--- config.mk ---
export PLATFORM = sky130hd
export DESIGN_NAME = am25ls_modcnt
export DESIGN_NICKNAME = d
export VERILOG_FILES = /design/src/rtl/am25ls_modcnt.sv
export SDC_FILE = /design/constraint.sdc
export NUM_CORES = 1
export LEC_CHECK = 0
export BUFFER_PORTS_ARGS = -buffer_cell sky130_fd_sc_hd__buf_2
export CORE_MARGIN = 2
export CORE_UTILIZATION = 54
export CTS_BUF_LIST = sky130_fd_sc_hd__clkbuf_4
export CTS_CLUSTER_DIAMETER = 60
export DETAILED_ROUTE_END_ITERATION = 7
export PLACE_DENSITY = 0.82
export SYNTH_ARGS = -nofsm -noshare
export SYNTH_HDL_FRONTEND = slang
export SYNTH_SLANG_ARGS = --single-unit
--- constraint.sdc ---
create_clock -name clk -period 4.6 [get_ports clk]
set_input_delay 0.23 -clock clk [delete_from_list [all_inputs] [get_ports clk]]
set_output_delay 0.23 -clock clk [all_outputs]
set_load 0.05 [all_outputs]
--- src/rtl/am25ls_modcnt.sv ---
// Up/down modulo counter with sync clear, parallel load, split count enables,
// terminal-count flag, cascadable ripple carry and a sticky wrap flag.
module am25ls_modcnt #(
    parameter int WIDTH     = 8,
    parameter bit MODULO_EN = 1'b1
) (
    input  logic             clk,
    input  logic             clr,
    input  logic [WIDTH-1:0] in,
    input  logic             load_,
    input  logic             ent_,
    input  logic             enp_,
    input  logic             ud,
    input  logic [WIDTH-1:0] lim,
    output logic [WIDTH-1:0] q,
    output logic             mxmn,
    output logic             rco_,
    output logic             wrap
);

    localparam logic [WIDTH-1:0] ONE = WIDTH'(1);

    logic [WIDTH-1:0] top;
    logic [WIDTH-1:0] q_d;
    logic [WIDTH-1:0] q_q;
    logic             wrap_d;
    logic             wrap_q;
    logic             at_top;
    logic             at_zero;

    // Binary mode terminates at all-ones; lim is then don't-care.
    assign top     = MODULO_EN ? lim : {WIDTH{1'b1}};
    // Values above top count as terminal so an out-of-range load wraps at once.
    assign at_top  = (q_q >= top);
    assign at_zero = (q_q == '0);

    always_comb begin
        q_d    = q_q;
        wrap_d = wrap_q;
        if (!load_) begin
            q_d    = in;
            wrap_d = 1'b0;
        end else if (!ent_ && !enp_) begin
            if (!ud) begin
                if (at_top) begin
                    q_d    = '0;
                    wrap_d = 1'b1;
                end else begin
                    q_d = q_q + ONE;
                end
            end else begin
                if (at_zero) begin
                    q_d    = top;
                    wrap_d = 1'b1;
                end else begin
                    q_d = q_q - ONE;
                end
            end
        end
    end

    always_ff @(posedge clk) begin
        if (clr) begin
            q_q    <= '0;
            wrap_q <= 1'b0;
        end else begin
            q_q    <= q_d;
            wrap_q <= wrap_d;
        end
    end

    // Purely combinational so ud/lim/ent_ changes show up in the same cycle.
    assign mxmn = (!ud && at_top) || (ud && at_zero);
    assign rco_ = !(mxmn && !ent_);
    assign q    = q_q;
    assign wrap = wrap_q;

endmodule

# After elaboration in Yosys (flattened, before gate mapping)
# Cells that the tools add are included.
classes:
  magnitude_cmp: 1
  n_reduce_logical: 13
  eq_ne: 2
  muxes: 8
  addsub: 2
  bitwise_logic: 1
ops:
  columns: ["op", "count"]
  rows:
  - ["$mux W8", 5]
  - ["$add A8 B1 Y8 const B", 1]
  - ["$ge A8 B8 Y1", 1]
  - ["$logic_not A8 Y1", 1]
  - ["$sub A8 B1 Y8 const B", 1]
  - ["$logic_and A1 B1 Y1", 4]
  - ["$logic_not A1 Y1", 4]
  - ["$ne A2 B1 Y1 const B", 2]
  - ["$mux W1", 3]
  - ["$reduce_and A3 Y1", 1]
  - ["$reduce_bool A2 Y1", 1]
  - ["$reduce_or A2 Y1", 1]
  - ["$logic_or A1 B1 Y1", 1]
  - ["$not A1 Y1", 1]
word_totals:
  in_bits: 22
  ff_bits: 9
  out_inout_bits: 11
  word_cells: 29

# Logic depth before layout (Yosys ltp)
# Gate-level depths: netlist of the first run.
logic_depth:
  ltp_word: 5
  mapped_depth: 8
  ltp_nobuf: 7

# Worst setup path after synthesis of the first run
# Ideal clock, no wire load.
synth_path:
  path_kind: "flip-flop to output port"
  start: "register q_q[0], in the netlist q[0]"
  end: "output port rco_"
  n_path_buf: 1
  path_slack_ps: 1105
  required_time_ps: 4370
  t_arrival_ps: 3265
  path_stages_with_launch: 8
  path_cell_list: "dfxtp_1 > clkbuf_1 > inv_1 > ha_1 > or3b_2 > or2_1 > a21oi_1 > nand2b_1"
synth_via:
  elab_chain_len: 5
  word_cells_on_any_way: 7
  classes_between: "order compare (1); reduce/logical (6)"
synth_lines:
  columns: ["item", "line_no", "source"]
  rows:
  - ["from (decl)", "25", "logic [WIDTH-1:0] q_q;"]
  - ["from (signal assigned)", "67", "q_q <= q_d;"]
  - ["$ge A8 B8 Y1 / $logic_not A8 Y1 (equally long branches)", "34, 35", null]
  - ["$logic_and A1 B1 Y1", "73", "assign mxmn = (!ud && at_top) || (ud && at_zero);"]
  - ["$logic_or A1 B1 Y1 (*)", "73", null]
  - ["net mxmn", "16", "output logic mxmn,"]
  - ["$logic_and A1 B1 Y1 (*)", "74", "assign rco_ = !(mxmn && !ent_);"]
  - ["$logic_not A1 Y1 (*)", "74", null]
  - ["to (decl)", "17", "output logic rco_,"]
# The timed path passes the listed nets; every way through them passes the cells marked *.

# Final worst setup path of the first run
layout_path:
  start: "register q_q[0], in the netlist q[0]"
  end: "output port mxmn"
layout_via:
  elab_chain_len: 3
  word_cells_on_any_way: 5
  classes_between: "order compare (1); reduce/logical (4)"
layout_lines:
  columns: ["item", "line_no"]
  rows:
  - ["$ge A8 B8 Y1 / $logic_not A8 Y1 (equally long branches)", "34, 35"]
  - ["$logic_and A1 B1 Y1", "73"]
  - ["$logic_or A1 B1 Y1 (*)", "73"]
  - ["to (decl)", "16"]
# Every way passes the cells marked *; elsewhere a longest branch is shown, timed or not.

==> results.md, run 1 <==
- Status: completed
- Maximum vdd ir drop: 0.2068 mV
- Placed inst area: 1237 µm²
- H-tree Lvls: 1
- Share of layout cells above drive strength 1: 0.2754
- Area growth from synthesis to layout: 15.51%
- DRT iter0 DRCs: 34
- Finished Layout Cells: slightly below 200
- Synth Cell Area: between 1000 and 1500 µm²
- Clock slew at reported path FFs: around 0.07 ns
- # resized after CTS: 0
- Final worst slack: 1.829 ns
- Min-Delay Path Class: primary input to register
- Drt wl/cell: about 13 µm
- EDFF count, synth: 0
- Fillers: 180
- CTS tree: built
- Largest net degree at the start of global routing: 21
- Hold bufs inserted after CTS: 0
- Die H: between 40 and 50 µm
- Area of the core: approximately 1900 µm²
- CTS Sinks: 9
- Port bufs: 32
- Worst setup path end: mxmn
- Synth warnings: 0
- Drc violations: 0
- Clock buffer depth: 2
- Total CTS buffers: 3
- Synth Instances: 141
- Mean Syn Cell Area: approximately 7.8 µm²
- Setup Buffers After CTS: 0
- Critical Path Stages: 6
- Worst clock skew: 0.004522 ns
- Worst path cell trace: inv_1, ha_1, or3b_2, or2_1, a21oi_1, buf_2
- Synth Register Bits: 9
- Die area: ~2400 µm²
- RSZ-0062 raised after global routing: no
- Post-synth cell types: 45
- Slowest-stage cell, CP: or3b_2
- Period utilization: 0.6023
- Post-synthesis net count: between 150 and 200
- CP Max Fanout: 13
- First-pass GRT wire length: about 4.4 mm
- Max Clk Rate: between 300 and 400 MHz
- Register area share after synthesis: 0.1642
- Max incr delay on CP: ~0.51 ns
- Hold Vio Cnt, Final: 0
- Final net count: ~200
- Final setup viols: 0
- Root Driver: clkbuf_4
- Slew Limit Fails: 0
- Synth Flop Type: dfxtp_1
- Via density: slightly below 6
- Slew @ Worst Pin: 0.5831 ns
- Gr ovfl total: 0
- Die span in x: between 40 and 50 µm
- Std cell rows: 16
- Number of diodes: 0
- Commonest non-fill, non-tap cell in the layout: buf_2
- WP data arrival: 2.54 ns
- Vias: 1127
- Slew margin rel.: 0.6098
- R2R setup slack: between 2 and 2.5 ns
- Total GRT Usage: 0.2302
- Worst setup SP type: register
- P_leak: approximately 0.58 nW
- Pre-CTS setup slack: ~2.2 ns
- Worst-skew pair later-pin latency: ~0.27 ns
- Initial antenna violation count: 0
- CP Class: register to output port
- Max-Cap Viols: 0
- Setup_tns: 0 ns
- First-pass detailed-route iteration total: 4
- DRT antenna net count: 0
- P per Cell Area: ~250 nW/µm²
- Cells on worst reg2reg path: 7
- Crit path required time: between 4 and 5 ns
- Setup crit end kind: output port
- Origin of the critical flop-to-flop path: q[0]
- Top cell family by delay on the critical path: simple AND/OR/NAND/NOR gates
- Final wirelength: 2.577 mm
- I/O Pins: 33
- Post-DP HPWL: around 2.0 mm
- Minimum clock period after layout: between 2 and 3 ns
- Reg2Reg Capture Point: q[2]
- Post-synth ARST share: 0
- Worst Setup SP: q[0]
- Commonest cells after routing, fill and taps aside: 32 x buf_2, 11 x nor2_1, 11 x ha_1
- Initial Util: 0.5651
- Post-route cell area: approximately 1300 µm²
- CP bufs+invs: 2
- Placed cell count: 190
- Placer Congestion: approximately 0.9
- Vias in the first global route: ~1000
power by group:
group	switching, mW	total [mW]	internal (mW)
clock network	0.0319	0.0714	0.0395
registers	0.0179	0.102	0.0842
logic	0.0907	0.147	0.0561
how the worst min path moves through the flow:
stage | to | start | cells after the start
2_1_floorplan | q[1] | in[1] | 2
3_3_place_gp | wrap | wrap | 1
3_5_place_dp | wrap | wrap | 1
4_1_cts | q[7] | in[7] | 3
5_1_grt | q[2] | in[2] | 3
6_report | q[7] | in[7] | 3
metal layers:
metal,up-vias,track usage,wire length [µm]
met3,2,0.04294,154
met5,-,0,0
met1,511,0.3208,1292
met2,42,0.3604,1119
met4,0,0.06190,11
li1,572,-,-
stage by stage:
| stage | util | hold slack (ns) | total power, mW |
|---|---|---|---|
| 4_1_cts | 0.6527 | 0.2719 | 0.3193 |
| 6_report | 0.6527 | 0.2669 | 0.3202 |
| 3_3_place_gp | 0.6372 | 0.4678 | 0.2471 |
| 3_5_place_dp | 0.6372 | 0.4810 | 0.2493 |
| 5_1_grt | 0.6527 | 0.2869 | 0.3423 |
| 2_1_floorplan | - | 0.4284 | 0.2198 |
synth_stat cells, drive strengths merged, types with 4 or more instances:
library cell | n | share of area
nand3 | 7 | 0.032
nand2 | 10 | 0.034
clkbuf | 7 | 0.024
dfxtp | 9 | 0.16
a221oi | 5 | 0.046
a21oi | 4 | 0.022
inv | 10 | 0.034
o21ai | 10 | 0.046
xnor2 | 6 | 0.048
ha | 11 | 0.13
nor2 | 11 | 0.038
logic make-up after synthesis:
logic type	synth area share
compound gates	0.2965
fa+ha+maj	0.1254
simple gates	0.2406
xor+xnor	0.07184
buf+inv	0.08324
mux	0.01824
flops	0.1642
area by class of cell:
class | count | area, µm² | share of cell area
clock buffer | 4 | 30.03 | 0.02369
multi-input combinational | 112 | 825.8 | 0.6515
timing repair buffer | 32 | 160.2 | 0.1264
inverter | 10 | 37.54 | 0.02961
sequential | 9 | 180.2 | 0.1422
tap | 27 | 33.78 | 0.02665
tightest hold or removal path, stage by stage:
cell and delay [ns]:
buf_2 0.09, nor2_1 0.10, a2111oi_2 0.06
flip-flops by register name, summed over array words and instances (netlist names):
| register | count |
|---|---|
| wrap | 1 |
| q | 8 |
Power figures use the tool's default switching activity.
==> run 2: changes to the inputs <==
- CORE_UTILIZATION: 54 -> 53
- PLACE_DENSITY: 0.82 -> 0.81
- clock period: 4.6 -> 2.8 ns (I/O delays scaled with it)
==> run 2 against run 1 <==
Effect of this change: sequential power increased by 66%; via count increased by 6.9%; cell count unchanged; register-to-register slack lost 1.8 ns; largest power group unchanged; highest routed layer unchanged.
==> results.md, run 2 (synthesis results as in run 1) <==
- Status: completed
- Final net count: between 200 and 250
- Crit path required time: around 2.7 ns
- Max reg flops: 8
- Total GRT Usage: 0.2529
- Worst setup SP type: register
- Drc violations: 0
- RSZ-0062 raised after global routing: no
- H-tree Lvls: 1
- P per Cell Area: between 400 and 500 nW/µm²
- CP Max Fanout: 12
- Finished Layout Cells: approximately 190
- Hold Vio Cnt, Final: 0
- Placer Congestion: approximately 1
- Commonest non-fill, non-tap cell in the layout: buf_2
- Vias in the first global route: approximately 1100
- Max Clk Rate: just under 400 MHz
- Die H: 49.50 µm
- Minimum clock period after layout: around 2.6 ns
- CTS Sinks: 9
- I/O Pins: 33
- P_leak: about 0.58 nW
- Largest net degree at the start of global routing: 21
- Placed cell count: 190
- DRT antenna net count: 0
- Setup_tns: 0 ns
- Post-DP HPWL: 2.189 mm
- Share of layout cells above drive strength 1: 0.2874
- Hold_ws: 0.1877 ns
- Final wirelength: 2.896 mm
- Period utilization: 0.9136
- Slew @ Worst Pin: around 0.6 ns
- Commonest cells after routing, fill and taps aside: 32 x buf_2, 11 x nor2_1, 11 x ha_1
- Total CTS buffers: 3
- Initial antenna violation count: 0
- Drt wl/cell: 14.93 µm
- Root Driver: clkbuf_4
- Setup crit end kind: output port
- Clock slew at reported path FFs: ~0.07 ns
- Power Total: 0.5351 mW
- Min-Delay Path Class: primary input to register
- Port bufs: 32
- Initial Util: 0.5593
- Slew Limit Fails: 0
- Final worst slack: 0.2420 ns
- WP data arrival: around 2.4 ns
- Setup Buffers After CTS: 0
- Clock buffer depth: 2
- CP Class: register to output port
- Max-Cap Viols: 0
- Worst-skew pair later-pin latency: roughly 0.26 ns
- Area growth from synthesis to layout: 17.33%
- Gr ovfl total: 0
- Die span in x: around 50 µm
- Die area: roughly 2500 µm²
- Via density: just over 6
- Slew margin rel.: 0.5865
- Maximum vdd ir drop: a little under 0.3 mV
- Number of diodes: 0
- Pre-CTS setup slack: just over 0.4 ns
- Final setup viols: 0
- Area of the core: between 1500 and 2000 µm²
- Std cell rows: 16
- First-pass GRT wire length: ~5 mm
- Worst clock skew: 0.002962 ns
- CTS tree: built
- DRT iter0 DRCs: 24
- Vias: between 1000 and 1500
- First-pass detailed-route iteration total: 4
==> run 2: changes by cell type in the layout (fill, tap and decap cells not counted) <==
| cell | before | now |
|---|---|---|
| dfxtp_1 | 9 | 8 |
| a21oi_1 | 3 | 2 |
| dfxtp_2 | 0 | 1 |
| a21oi_4 | 0 | 2 |
| a21oi_2 | 1 | 0 |
==> run 2: power breakdown <==
part | internal [mW] | total [mW] | switching, mW | leakage (nW)
Sequential | 0.139 | 0.169 | 0.0308 | 0.0748
Combinational | 0.0948 | 0.252 | 0.157 | 0.491
Clock | 0.0647 | 0.114 | 0.0488 | 0.0184
Total | 0.298 | 0.535 | 0.237 | 0.584
==> run 2: repair_timing <==
item,in CTS,in global routing
hold buffers,0,0
setup endpoints to repair,0,1
resized for setup,0,2
==> run 2: worst max-delay path, cell delays in order (launching register included) <==
cell and delay, ns:
dfxtp_1 0.43, inv_1 0.16, ha_1 0.23, or3b_2 0.51
or2_1 0.33, a21oi_4 0.20, nand2b_1 0.07, buf_2 0.21
==> run 2: final timing paths <==
kind | start | endpoint | cells past startpoint | slack (ns)
setup reg to reg | q[1] | q[2] | 7 | 0.44
hold / removal | in[2] | q[2] | 3 | 0.19
hold reg to reg | wrap | wrap | 1 | 0.49
setup / recovery | q[1] | rco_ | 7 | 0.24
==> run 2: routing by layer <==
metal	share of wire	up-vias	wire length (µm)	GRT usage
li1	-	575	-	-
met3	0.075	4	218	0.03030
met4	0.0073	0	21	0.05556
met2	0.48	66	1380	0.4685
met5	0	-	0	0
met1	0.44	560	1274	0.3109
==> run 2: final cells by class <==
type	instances	area [µm²]
clock buffer	4	30.03
fill	203	674.4
inverter	10	37.54
multi-input combinational	112	844.6
sequential	9	181.4
tap	27	33.78
timing repair buffer	32	160.2
==> run 2: metrics by stage <==
step	area (µm²)	util
2_1_floorplan	1109	-
3_3_place_gp	1249	0.6365
3_5_place_dp	1249	0.6365
4_1_cts	1279	0.6518
5_1_grt	1287	0.6563
6_report	1287	0.6563
